<file path="src/rtl/mux_rr_lanes.sv">
// Serialises LANES buffered input lanes onto one registered output channel,
// using either fixed TDM slots or a round robin that skips empty lanes.
module mux_rr_lanes #(
  parameter int DATA_W    = 8,
  parameter int LANES     = 4,
  parameter int DEPTH     = 4,
  parameter int SKIP_IDLE = 0
) (
  input  logic                       clk,
  input  logic                       reset,
  input  logic [LANES*DATA_W-1:0]    dataIn,
  input  logic [LANES-1:0]           validIn,
  output logic [LANES-1:0]           readyIn,
  output logic [DATA_W-1:0]          dataOut,
  output logic                       validOut,
  output logic [$clog2(LANES)-1:0]   laneOut,
  input  logic                       readyOut,
  output logic                       overflow
);

  localparam int LW = $clog2(LANES);
  localparam int AW = $clog2(DEPTH);
  localparam int CW = $clog2(DEPTH + 1);

  logic [DATA_W-1:0] mem_q    [LANES][DEPTH];
  logic [DATA_W-1:0] mem_d    [LANES][DEPTH];
  logic [AW-1:0]     wr_ptr_q [LANES];
  logic [AW-1:0]     wr_ptr_d [LANES];
  logic [AW-1:0]     rd_ptr_q [LANES];
  logic [AW-1:0]     rd_ptr_d [LANES];
  logic [CW-1:0]     cnt_q    [LANES];
  logic [CW-1:0]     cnt_d    [LANES];

  logic [LW-1:0]     ptr_q, ptr_d;
  logic [DATA_W-1:0] dout_q, dout_d;
  logic [LW-1:0]     lane_q, lane_d;
  logic              vout_q, vout_d;
  logic              ovf_q, ovf_d;

  logic [LANES-1:0]  full, empty, wr_en, pop_en;
  logic              load, found;
  logic [LW-1:0]     cand, idx;

  always_comb begin
    for (int i = 0; i < LANES; i++) begin
      full[i]  = (cnt_q[i] == CW'(DEPTH));
      empty[i] = (cnt_q[i] == '0);
      wr_en[i] = validIn[i] && !full[i];
    end
  end

  // Full is judged on the registered count only, so a pop cannot free a slot
  // for a write in the same cycle.
  assign readyIn = reset ? '0 : ~full;

  always_comb begin
    load  = !vout_q || readyOut;
    cand  = ptr_q;
    found = 1'b0;
    idx   = '0;
    if (SKIP_IDLE != 0) begin
      // Walk backwards so the nearest non-empty lane from ptr wins last.
      for (int k = LANES - 1; k >= 0; k--) begin
        idx = ptr_q + LW'(k);
        if (!empty[idx]) begin
          cand  = idx;
          found = 1'b1;
        end
      end
    end else begin
      found = !empty[ptr_q];
    end
  end

  always_comb begin
    ptr_d  = ptr_q;
    dout_d = dout_q;
    lane_d = lane_q;
    vout_d = vout_q;
    ovf_d  = ovf_q | (|(validIn & full));
    if (load) begin
      if (SKIP_IDLE != 0) begin
        if (found) ptr_d = cand + 1'b1;
      end else begin
        ptr_d = ptr_q + 1'b1;
      end
      if (found) begin
        dout_d = mem_q[cand][rd_ptr_q[cand]];
        lane_d = cand;
        vout_d = 1'b1;
      end else begin
        vout_d = 1'b0;
      end
    end
  end

  always_comb begin
    mem_d = mem_q;
    for (int i = 0; i < LANES; i++) begin
      pop_en[i]   = load && found && (cand == LW'(i));
      wr_ptr_d[i] = wr_ptr_q[i];
      rd_ptr_d[i] = rd_ptr_q[i];
      if (wr_en[i]) begin
        mem_d[i][wr_ptr_q[i]] = dataIn[i*DATA_W +: DATA_W];
        wr_ptr_d[i]           = wr_ptr_q[i] + 1'b1;
      end
      if (pop_en[i]) rd_ptr_d[i] = rd_ptr_q[i] + 1'b1;
      cnt_d[i] = cnt_q[i] + CW'(wr_en[i]) - CW'(pop_en[i]);
    end
  end

  // Storage needs no reset: a lane is never read while its count is zero.
  always_ff @(posedge clk) begin
    mem_q <= mem_d;
  end

  always_ff @(posedge clk or posedge reset) begin
    if (reset) begin
      for (int i = 0; i < LANES; i++) begin
        wr_ptr_q[i] <= '0;
        rd_ptr_q[i] <= '0;
        cnt_q[i]    <= '0;
      end
      ptr_q  <= '0;
      dout_q <= '0;
      lane_q <= '0;
      vout_q <= 1'b0;
      ovf_q  <= 1'b0;
    end else begin
      for (int i = 0; i < LANES; i++) begin
        wr_ptr_q[i] <= wr_ptr_d[i];
        rd_ptr_q[i] <= rd_ptr_d[i];
        cnt_q[i]    <= cnt_d[i];
      end
      ptr_q  <= ptr_d;
      dout_q <= dout_d;
      lane_q <= lane_d;
      vout_q <= vout_d;
      ovf_q  <= ovf_d;
    end
  end

  assign dataOut  = dout_q;
  assign laneOut  = lane_q;
  assign validOut = vout_q;
  assign overflow = ovf_q;

endmodule

</file>
<file path="config.mk">
export PLATFORM = sky130hd
export DESIGN_NAME = mux_rr_lanes
export DESIGN_NICKNAME = d
export VERILOG_FILES = /design/src/rtl/mux_rr_lanes.sv
export SDC_FILE = /design/constraint.sdc
export NUM_CORES = 1
export LEC_CHECK = 0
export BUFFER_PORTS_ARGS = -buffer_cell sky130_fd_sc_hd__buf_2
export CAP_MARGIN = 20
export CORE_MARGIN = 4
export CORE_UTILIZATION = 58
export CTS_CLUSTER_SIZE = 30
export DETAILED_ROUTE_END_ITERATION = 10
export PLACE_DENSITY_LB_ADDON = 0.1
export SLEW_MARGIN = 20
export SYNTH_ARGS = -nofsm -noshare
export SYNTH_HDL_FRONTEND = slang
export SYNTH_SLANG_ARGS = --single-unit
</file>
<file path="constraint.sdc">
create_clock -name clk -period 3.56 [get_ports clk]
set_clock_uncertainty 0.2 [all_clocks]
set_input_delay 0.178 -clock clk [delete_from_list [all_inputs] [get_ports clk]]
set_output_delay 0.178 -clock clk [all_outputs]
set_load 0.02 [all_outputs]
</file>
After elaboration in Yosys (flattened, before gate mapping)
Cells that the tools add are included.
Storage, ports and cells
  bits in registers: 170
  input bits: 39
  output and inout bits: 16
  logic and storage cells: 130
Cells by class
  add/sub/neg operators: 17
  magnitude comparators: 11
  equal/unequal tests: 7
  muxes and demuxes: 25
  bitwise operators: 10
  reductions and logical operators: 27
Operators by type and width (count)
  bitwise mux 32 bit: 4
  binary-select mux 32 bit (select 2 bit): 1
  demux 8 bit (select 2 bit): 4
  2-to-1 mux 32 bit: 2
  2-to-1 mux 8 bit: 6
  adder 2 x 1 -> 2 bit (second input constant): 9
  greater-or-equal comparator 3 bit (second input constant): 6
  inverter 2 -> 3 bit: 6
  binary-select mux 8 bit (select 2 bit): 1
  logical AND 1 bit: 13
  adder 3 x 1 -> 3 bit: 4
  == test 3 bit (second input constant): 4
  logical NOT 3 bit: 4
  < comparator 3 x 1 -> 1 bit (second input constant): 4
  subtractor 3 x 1 -> 3 bit: 4
  logical NOT 1 bit: 6
  AND 4 bit: 1
  binary-select mux 2 bit (select 2 bit): 1
  == test 2 bit (second input constant): 2
  2-to-1 mux 2 bit: 2
  2-to-1 mux 4 bit: 1
  inverter 4 bit: 1
  OR reduction 4 bit: 1
  < comparator 2 x 3 -> 1 bit (second input constant): 1
  other kinds (8): 9

Longest topological paths before layout
  depth in word-level cells: 8
  gate-level depth with buffers: 11
  depth with buffers taken out: 10

Worst setup path before layout
OpenSTA, ideal clock, no wires.
  kind: reg2reg
  start point: reg cnt_q[1] (netlist bit)
  end point: reg cnt_q[2] (netlist bit)
  arrival: 2.664 ns
  data required time: 3.235 ns
  slack: 0.571 ns
  stages on the path, launching flop included: 11
  period minus slack after synthesis: 2.989 ns
  path through: dfrtp_1 or3_1 mux4_2 and3_1 ha_1 inv_1 ha_1 inv_1 fa_1 xnor2_1 xnor2_1
RTL lines
  from (decl): RTL line 31  | logic [CW-1:0] cnt_q [LANES];
  from (signal, indexed assignment): RTL line 133  | cnt_q[i] <= cnt_d[i];

==> results.md <==
* Synthesized flop and latch total at 170
* Clock Power Share at approximately 23%
* Final wirelength at 14900 um
* CTS Sinks at between 150 and 200
* Post-CTS Hold Fix Bufs at 35
* Fmax at 315 MHz
* Global-route usage over all layers at a little under a quarter
* Critical Path Sink Type: flip-flop
* Critical path, cell by cell: or3_1, mux4_2, and3_1, ha_1, inv_1, ha_1, fa_1, xnor2_1, xnor2_1
* Clock root cell: clkbuf_16
* Critical Path Max Stage Delay at between 0.5 and 0.6 ns
* CTS tree: done
* Number of core rows at 40
* Setup TNS at 0 ns
* Worst hold margin at between 0.03 and 0.04 ns
* Worst Hold Class: in -> reg
* Seq/Total Area, Yosys at 67.8%
* Syn Inst Count at 397
* Antenna violations before repair at 0
* I/O Buffers at 54
* Net Sw Frac at approximately a third
* PwrDens at between 800 and 900 mW/mm^2
* Worst-path clk slew at about 0.060 ns
* Worst Path Buf+Inv at 1
* Die area at between 0.01 and 0.015 mm^2
* Remaining antenna violation count at 0
* Delay-heaviest family, CP: adder cells
* Gpl congestion at between 0.7 and 0.8
* Yosys cell types at 32
* Worst Max-Slew Pin Slew at between 0.9 and 1 ns
* Drt drc at 0
* CP required at roughly 3.7 ns
* Final period util at 89.3%
* Drt wl/cell at between 20 and 25 um
* Max clock buf depth at 2
* Minimum clock period at between 3 and 4 ns
* NetSw at 0.00242 W
* Number of synthesis warnings at 0
* Hpwl dp at approximately 9500 um
* Startpoint Class: flip-flop
* Sequential share of power at between 40% and 50%
* N_diodes at 0
* Worst Path Class, Setup: reg -> reg
* CP arrival at between 3 and 4 ns
* Placeable Area at roughly 0.012 mm^2
* Area added between synthesis and finish at 18.4%
* CTS resizes at 0
* Post-Layout Cell Count at 676
* Final setup fails at 0
* Avg Cell Area, Syn at 18.2 um^2
* Int Pwr at approximately 0.0050 W
* GRT overflow at 0
* Final #Nets at 566
* Area of the multi-input gates at 0.00216 mm^2
* Final hold vios at 0
* Max Cap Viol at 0
* RSZ-0062 raised after global routing: no
* Die width at roughly 120 um
* Max VDD drop at between 0.0004 and 0.0005 V
* Mapped Nets at 468
* First-pass GRT wire length at 23200 um
* Vias in the first global route at 4037
* Via count at roughly 3800
* Rel. slew slack at between 30% and 40%
* CTS HTree Levels at 4
* DRT iter0 DRCs at between 300 and 400
* Power, Total at around 0.0074 W
* Initial Utilization at about three fifths
* Pre-antenna DRT Iters at 4
* IO Pins at 55
* Inst Count DP at between 600 and 700
* Setup Buffers After CTS at 0
* Post-synthesis cell area at between 0.007 and 0.008 mm^2
* Register area at 0.00490 mm^2
* CP Max Fanout at 10
* Die height at 120 um
* Share of cells above drive strength 1 at 26.4%
* Logic pwr share at between 30% and 40%
* Fin. max-slew vios at 0
* Largest net degree at the start of global routing at 43
* Via-per-instance ratio at roughly 5.6
* P_leak at around 3.3 nW
* Clk Latency, worst-skew pair at 0.42 ns
* Status: completed
* Fill cells at around 820
* Num CTS Buffers at 17
* Core Util, Final at 70.6%
* Slowest library cell on the worst path: mux4_2
## layout by cell type (no fill, tap or decap)
cell           count
a21boi_1           4
mux2i_1           25
nor2_1             4
nand3_1            3
o22ai_1            1
ha_1              28
xnor2_1           16
xor2_1             5
clkinvlp_4         1
buf_4              3
clkinv_1           2
dfrtp_1           41
nand2_1            7
mux2_4             8
inv_1             25
a21oi_1            5
mux4_2            35
dlygate4sd3_1     35
o2bb2ai_1          1
o21ai_0            5
mux2_2             2
or3_1              4
clkbuf_1           3
buf_2             54
dfrtp_2            1
bufinv_16          1
clkinv_2           6
inv_2              3
and3_1             4
nand4_1            5
nand2b_1           2
clkbuf_16         17
edfxtp_1         128
clkbuf_8           2
fa_1               4
a31oi_1            1
and2_1            16
and2_4             1
## path summary, 6_finish.rpt
path | from | to | slack [ns] | cells past startpoint
min in group asynchronous | reset | validOut | 0.41 | 3
worst max-delay path | cnt_q[1] | cnt_q[5] | 0.38 | 9
worst min-delay path | validIn[0] | wr_ptr_q[6] | 0.03 | 3
worst max register to register | cnt_q[1] | cnt_q[5] | 0.38 | 9
worst min register to register | rd_ptr_q[1] | rd_ptr_q[1] | 0.27 | 1
max in group asynchronous | reset | cand[0] | 2.08 | 3
## worst min-delay path: cells and delay by family
| family | cells | cell delay, ns |
|---|---|---|
| XOR/XNOR | 1 | 0.15 |
| buffers and inverters | 1 | 0.10 |
| AO/OA/AOI/OAI | 1 | 0.19 |
## sequential cells by signal, indices dropped and copies added, names as in the netlist, 2 cells and up
register  cells
wr_ptr_q      8
rd_ptr_q      8
dataOut       8
cnt_q        12
cand          2
mem_q       128
laneOut       2
## layout make-up
cell class | instances | share of cell area [%]
Timing Repair Buffer | 92 | 7.52
Clock buffer | 22 | 5.43
Clock inverter | 10 | 0.878
Sequential cell | 170 | 57.3
Inverter | 28 | 1.23
Tap cell | 168 | 2.46
Multi-Input combinational cell | 186 | 25.2
## power groups by stage
stage | clock network, W | registers, W | logic (W)
2_1_floorplan | 0 | 0.00302 | 0.00206
3_3_place_gp | 0 | 0.00300 | 0.00270
3_5_place_dp | 0 | 0.00302 | 0.00276
4_1_cts | 0.00171 | 0.00300 | 0.00279
5_1_grt | 0.00181 | 0.00305 | 0.00303
6_report | 0.00169 | 0.00299 | 0.00275
## layer usage
layer	share of wire (%)	GRT usage, %
met1	43	30.8
met2	51	36.9
met3	5.9	5.37
met4	0.85	6.01
met5	0	0
## cells in the mapped netlist, drive strengths merged
library cell / number / area [um^2]
mux4: 35 / 788
a21boi: 4 / 30.0
and3: 4 / 25.0
nand3: 3 / 15.0
o2bb2ai: 1 / 8.76
fa: 4 / 80.1
buf: 9 / 52.6
dfrtp: 42 / 1050
xnor2: 16 / 140
a31oi: 1 / 6.26
xor2: 5 / 43.8
nand4: 5 / 31.3
ha: 28 / 350
clkbuf: 4 / 15.0
and2: 17 / 109
edfxtp: 128 / 3840
mux2i: 25 / 250
nand2b: 2 / 12.5
or3: 4 / 25.0
o21ai: 5 / 25.0
a21oi: 5 / 25.0
inv: 28 / 105
nor2: 4 / 15.0
nand2: 7 / 26.3
o22ai: 1 / 6.26
mux2: 10 / 143
## kinds of logic (layout without fill, tap and decap cells)
logic type / Yosys count / count (layout) / synth area share, %
flip-flops: 170 / 170 / 67.8
multiplexers: 70 / 70 / 16.4
AND/OR/NAND/NOR: 46 / 46 / 3.59
buffers and inverters: 41 / 152 / 2.39
adder cells (fa/ha/maj): 32 / 32 / 5.96
XOR/XNOR: 21 / 21 / 2.55
AO/OA/AOI/OAI: 17 / 17 / 1.40
## per-stage QoR
stage	setup WS (ns)	area, um^2
final	0.382	8550
after global routing	0.234	8550
after CTS	0.367	8550
after detailed placement	0.387	7660
after global placement	0.441	7660
after floorplan	0.571	7220
Power figures use the tool's default switching activity.
